<file path="src/rtl/adc_trigger.sv">
// adc_trigger: level/slope trigger detector with hysteresis, post-arm holdoff
// and optional auto-trigger timeout. It drives the level trigger request that
// the capture engine consumes while it waits for a trigger.
module adc_trigger #(
  parameter int DW   = 8,
  parameter int HO_W = 16,
  parameter int TO_W = 24
) (
  input  logic              clk,
  input  logic              nrst,
  input  logic              sample_en,
  input  logic [2*DW-1:0]   adc_data,
  input  logic              arm,
  input  logic              force_trig,
  input  logic              src,
  input  logic              slope,
  input  logic [1:0]        mode,
  input  logic [DW-1:0]     level,
  input  logic [DW-1:0]     hyst,
  input  logic [HO_W-1:0]   holdoff,
  input  logic [TO_W-1:0]   auto_to,
  output logic              trigger_req,
  output logic              trig_auto,
  output logic [1:0]        state_o
);

  typedef enum logic [1:0] {
    ST_IDLE  = 2'd0,
    ST_HOLD  = 2'd1,
    ST_SEEK  = 2'd2,
    ST_FIRED = 2'd3
  } state_t;

  localparam logic [1:0] MODE_OFF   = 2'd0;
  localparam logic [1:0] MODE_AUTO  = 2'd2;
  localparam logic [1:0] MODE_FORCE = 2'd3;

  // level - hyst, clamped at zero (computed one bit wider to see the borrow)
  function automatic logic [DW-1:0] sat_sub(input logic [DW-1:0] a, input logic [DW-1:0] b);
    logic [DW:0] diff;
    diff = {1'b0, a} - {1'b0, b};
    sat_sub = diff[DW] ? {DW{1'b0}} : diff[DW-1:0];
  endfunction

  // level + hyst, clamped at full scale (computed one bit wider to see the carry)
  function automatic logic [DW-1:0] sat_add(input logic [DW-1:0] a, input logic [DW-1:0] b);
    logic [DW:0] sum;
    sum = {1'b0, a} + {1'b0, b};
    sat_add = sum[DW] ? {DW{1'b1}} : sum[DW-1:0];
  endfunction

  state_t          state_r, state_nxt_s;
  logic            arm_d_r;
  logic [HO_W-1:0] ho_cnt_r, ho_cnt_nxt_s;
  logic [TO_W-1:0] to_cnt_r, to_cnt_nxt_s;
  logic            pre_flag_r, pre_flag_nxt_s;
  logic            trig_req_r;
  logic            trig_auto_r, trig_auto_nxt_s;

  logic [DW-1:0]   sample_s;
  logic [DW-1:0]   lo_s, hi_s;
  logic            precond_s, cross_s, arm_rise_s;
  logic [TO_W:0]   to_cnt_inc_s, auto_eff_s;

  assign sample_s     = src ? adc_data[DW-1:0] : adc_data[2*DW-1:DW];
  assign lo_s         = sat_sub(level, hyst);
  assign hi_s         = sat_add(level, hyst);
  assign precond_s    = slope ? (sample_s > hi_s) : (sample_s < lo_s);
  assign cross_s      = slope ? (sample_s <= level) : (sample_s >= level);
  // arm_d_r resets high so an arm already asserted at reset release is not an edge
  assign arm_rise_s   = arm & ~arm_d_r;
  assign to_cnt_inc_s = {1'b0, to_cnt_r} + {{TO_W{1'b0}}, 1'b1};
  // a zero timeout behaves as one sample
  assign auto_eff_s   = (auto_to == {TO_W{1'b0}}) ? {{TO_W{1'b0}}, 1'b1} : {1'b0, auto_to};

  // Next-state, counter and flag logic; priority is arm drop, force, crossing, timeout
  always_comb begin
    state_nxt_s     = state_r;
    ho_cnt_nxt_s    = ho_cnt_r;
    to_cnt_nxt_s    = to_cnt_r;
    pre_flag_nxt_s  = pre_flag_r;
    trig_auto_nxt_s = trig_auto_r;
    if (mode == MODE_OFF) begin
      state_nxt_s = ST_IDLE;
    end else begin
      case (state_r)
        ST_IDLE: begin
          if (arm_rise_s) begin
            ho_cnt_nxt_s = holdoff;
            if (holdoff == {HO_W{1'b0}}) begin
              state_nxt_s    = ST_SEEK;
              to_cnt_nxt_s   = {TO_W{1'b0}};
              pre_flag_nxt_s = 1'b0;
            end else begin
              state_nxt_s = ST_HOLD;
            end
          end else begin
            state_nxt_s = ST_IDLE;
          end
        end
        ST_HOLD: begin
          if (!arm) begin
            state_nxt_s = ST_IDLE;
          end else if (force_trig) begin
            state_nxt_s     = ST_FIRED;
            trig_auto_nxt_s = 1'b1;
          end else if (ho_cnt_r == {HO_W{1'b0}}) begin
            state_nxt_s    = ST_SEEK;
            to_cnt_nxt_s   = {TO_W{1'b0}};
            pre_flag_nxt_s = 1'b0;
          end else if (sample_en) begin
            ho_cnt_nxt_s = ho_cnt_r - {{(HO_W-1){1'b0}}, 1'b1};
          end else begin
            ho_cnt_nxt_s = ho_cnt_r;
          end
        end
        ST_SEEK: begin
          if (!arm) begin
            state_nxt_s = ST_IDLE;
          end else if (force_trig) begin
            state_nxt_s     = ST_FIRED;
            trig_auto_nxt_s = 1'b1;
          end else if (sample_en) begin
            if ((mode != MODE_FORCE) && pre_flag_r && cross_s) begin
              state_nxt_s     = ST_FIRED;
              trig_auto_nxt_s = 1'b0;
            end else if ((mode == MODE_AUTO) && (to_cnt_inc_s >= auto_eff_s)) begin
              state_nxt_s     = ST_FIRED;
              trig_auto_nxt_s = 1'b1;
            end else begin
              if (precond_s) begin
                pre_flag_nxt_s = 1'b1;
              end else begin
                pre_flag_nxt_s = pre_flag_r;
              end
              if (mode == MODE_AUTO) begin
                to_cnt_nxt_s = to_cnt_inc_s[TO_W-1:0];
              end else begin
                to_cnt_nxt_s = to_cnt_r;
              end
            end
          end else begin
            state_nxt_s = ST_SEEK;
          end
        end
        ST_FIRED: begin
          if (!arm) begin
            state_nxt_s = ST_IDLE;
          end else begin
            state_nxt_s = ST_FIRED;
          end
        end
        default: begin
          state_nxt_s = ST_IDLE;
        end
      endcase
    end
  end

  // State, counters and registered outputs
  always_ff @(posedge clk or negedge nrst) begin
    if (!nrst) begin
      state_r     <= ST_IDLE;
      arm_d_r     <= 1'b1;
      ho_cnt_r    <= {HO_W{1'b0}};
      to_cnt_r    <= {TO_W{1'b0}};
      pre_flag_r  <= 1'b0;
      trig_req_r  <= 1'b0;
      trig_auto_r <= 1'b0;
    end else begin
      state_r     <= state_nxt_s;
      arm_d_r     <= arm;
      ho_cnt_r    <= ho_cnt_nxt_s;
      to_cnt_r    <= to_cnt_nxt_s;
      pre_flag_r  <= pre_flag_nxt_s;
      trig_req_r  <= (state_nxt_s == ST_FIRED);
      trig_auto_r <= trig_auto_nxt_s;
    end
  end

  assign trigger_req = trig_req_r;
  assign trig_auto   = trig_auto_r;
  assign state_o     = state_r;

endmodule

</file>
<file path="config.mk">
export PLATFORM = sky130hd
export DESIGN_NAME = adc_trigger
export DESIGN_NICKNAME = d
export VERILOG_FILES = /design/src/rtl/adc_trigger.sv
export SDC_FILE = /design/constraint.sdc
export NUM_CORES = 1
export LEC_CHECK = 0
export ABC_CLOCK_PERIOD_IN_PS = 3300
export BUFFER_PORTS_ARGS = -buffer_cell sky130_fd_sc_hd__buf_2
export CORE_ASPECT_RATIO = 0.75
export CORE_UTILIZATION = 32
export DETAILED_ROUTE_END_ITERATION = 10
export GPL_TIMING_DRIVEN = 0
export SYNTH_ARGS = -nofsm -noshare
export SYNTH_HDL_FRONTEND = slang
export SYNTH_SLANG_ARGS = --single-unit
</file>
<file path="constraint.sdc">
create_clock -name clk -period 3.3 [get_ports clk]
set_input_delay 0.165 -clock clk [delete_from_list [all_inputs] [get_ports clk]]
set_output_delay 0.165 -clock clk [all_outputs]
set_load 0.03 [all_outputs]
</file>
==> run metrics <==
clock sink total=46; Clock Tree Buf Depth=2; Die Area=16300 sq um; gr usage total=17.3%; Critical Path Source Type=register; Congestion Overflow GR=0; vias in the first global route=4656; H-Tree Depth=2; Peak Freq=0.264 GHz; fin crit share=115%; max-slew violation count=0; failing checks=setup timing; CP Data Arrival Time=3.95 ns; total of flip-flops plus latches after synthesis=46; R2R cell count=16; Final Instance Area=approximately 6400 sq um; Mean Syn Cell Area=8.11 sq um; port buffer count=83; Post-route DRC=0; Die Wd=147 um; Tmin final=3.78 ns; most common cell after layout, fill and taps aside=buf_2; largest net degree at the start of global routing=47; Slew headroom=27.4%; Worst-path clk slew=approximately 0.070 ns; Post-Syn Instances=625; post-synthesis cell type count=64; sequential fraction of the synthesis area=22.7%; most frequent cells in the layout=buf_2 (84), inv_1 (74), ha_1 (62); Placed Cells incl. Taps=913; first-pass GRT wire length=23100 um; Area Overhead vs Synth=27.3%; Non-Filler Instances=947; Clock Skews=roughly 0.010 ns; row count=39; CP Cell Sequence=buf_6 -> and3_4 -> and3_4 -> nand4_1 -> buf_4 -> or2_4 -> xnor2_1 -> ha_1 -> nand4_1 -> nor3_2 -> a221o_1 -> a221oi_2 -> a41oi_4 -> a211o_1 -> buf_6 -> a221o_1; CTS tree=done; Final ANT Viol Nets=0; total negative setup slack=-11.91 ns; core box area=15400 sq um; CP max FO=7; post-DR wirelength/cell=14.7 um; DP HPWL=10500 um; Post-synth EDFFs=0; clock root buffer=clkbuf_16; DR vias/cell=5.25; Crit. End Element=register; RR Startpoint=to_cnt_r[8]; Final Hold Fails=0; First-pass DRT Iterations=5; synth warn=0; CP max stage delay=0.37 ns; Setup-failing EPs final=28; CP Buf/Inv Count=3; Synth Net Count=773; Worst IR Drop VDD=0.000173 V; Pwr Density=between 300 and 400 nW/um^2; via count=between 4000 and 5000; Mapped Area=5070 sq um; Hold WS=0.0760 ns; Num CTS Buffers=5; initial drt markers=235; Placer Congestion=a little under 0.9; share of post-route cells with drive strength above 1=24.4%; Top delay family on crit path=compound AO/OA/AOI/OAI gates; IO Pins=85; status=finished, violations left; Die Y=111 um; top_reg_cell synth=dfrtp_1; CP max-delay cell=a211o_1; Initial Util=33.0%; total of max-cap violations=0; PnR worst setup slack=-0.484 ns; Static Leakage=2.99 nW; reg2reg setup slack=-0.48 ns; area of placed instances=between 5000 and 6000 sq um; nets@finish=888; Power Total=2.53 mW; RSZ-0062 raised after global routing=true; Worst EP required=~3.5 ns; Worst-Skew Late Latency=approximately 0.29 ns; WL final=13900 um; CP Class=register to register; Slew @ Worst Pin=1.09 ns; worst r2r dst=to_cnt_r[8]; Hold WC Path Type=input pin to asynchronous set/reset pin; Post-synth ARST share=100%; number of antenna violations at the first check in global routing=1
[area by class of cell]
| class | count | area [sq um] |
|---|---|---|
| plain buffers | 17 | 95.1 |
| fillers | 1587 | 8920 |
| well taps | 205 | 256 |
| repair buffers | 110 | 639 |
| inverters | 74 | 278 |
| clock buffers | 5 | 125 |
| diodes | 1 | 2.50 |
| flip-flops and latches | 46 | 1160 |
| multi-input cells | 486 | 3820 |
| clock inverters | 3 | 68.8 |
[per-layer routing]
layer / wire [um] / global-route usage, % / vias up
li1: - / - / 2506
met1: 7150 / 25.8 / 2319
met2: 6000 / 26.5 / 133
met3: 572 / 1.77 / 17
met4: 198 / 4.47 / 0
met5: 0 / 0 / -
[registers in the layout (all words and copies together) (netlist names)]
name         flops
ho_cnt_r        16
trigger_req      1
trig_auto        1
to_cnt_r        24
arm_d_r          1
pre_flag_r       1
state_o          2
[per-stage QoR]
step           util (%)  setup WS [ns]
4_1_cts            40.9         -0.508
3_3_place_gp       37.7         -0.847
3_5_place_dp       37.7         -0.875
5_1_grt            41.9         -0.647
6_report           41.9         -0.484
2_1_floorplan         -         -0.274
[what timing repair did]
| item | CTS | global route |
|---|---|---|
| endpoints found under the setup margin | 28 | 28 |
| setup buffers | 21 | 3 |
| gates resized for setup | 27 | 24 |
| pin swaps | 19 | 18 |
| hold buffers | 1 | 0 |
| hold endpoints to repair | 1 | 0 |
| gates cloned | 2 | 0 |
[report_power, final]
group / internal (mW) / total, mW / leakage [nW] / switching [mW]
combinational: 0.458 / 1.01 / 2.32 / 0.554
sequential: 0.693 / 0.854 / 0.580 / 0.160
clock: 0.436 / 0.667 / 0.0940 / 0.232
total: 1.59 / 2.53 / 2.99 / 0.946
[kinds of logic (layout without fill, tap and decap cells)]
family	Yosys count	after routing	synth area share, %
adder cells (fa/ha/maj)	67	67	16.8
multiplexers	25	25	5.14
flip-flops	46	46	22.7
AO/OA/AOI/OAI	155	155	21.0
other	0	1	0
XOR/XNOR	28	28	4.84
AND/OR/NAND/NOR	211	211	21.9
buffers and inverters	93	209	7.51
[synthesized netlist by cell type (4+ instances only)]
library cell,number,share of area [%]
a211oi_1,9,1.3
a21o_1,5,0.74
a21oi_1,44,4.3
a221o_1,9,1.8
a22oi_1,5,0.74
and3_1,8,0.99
buf_6,4,0.89
clkbuf_1,14,1.0
dfrtp_1,45,22
ha_1,65,16
inv_1,74,5.5
mux2_2,8,1.8
mux2i_1,17,3.4
nand2_1,57,4.2
nand2b_1,10,1.2
nand3_1,25,2.5
nand4_1,13,1.6
nor2_1,39,2.9
nor3_1,14,1.4
nor4_1,16,2.0
o211a_1,4,0.79
o21ai_0,32,3.2
o21bai_1,6,0.89
o22ai_1,7,0.86
o31ai_1,4,0.59
or3_1,8,0.99
xnor2_1,23,4.0
xor2_1,5,0.86
[worst max-delay path by stage]
stage / cells past startpoint / slack, ns / end / startpoint
after detailed placement: 14 / -0.88 / to_cnt_r[23] / to_cnt_r[0]
after global routing: 16 / -0.65 / to_cnt_r[2] / to_cnt_r[6]
after floorplan: 16 / -0.27 / to_cnt_r[7] / to_cnt_r[0]
after global placement: 14 / -0.85 / to_cnt_r[3] / to_cnt_r[0]
after CTS: 17 / -0.51 / to_cnt_r[1] / to_cnt_r[1]
final: 16 / -0.48 / to_cnt_r[8] / to_cnt_r[8]
(Power assumes the default switching activity.)
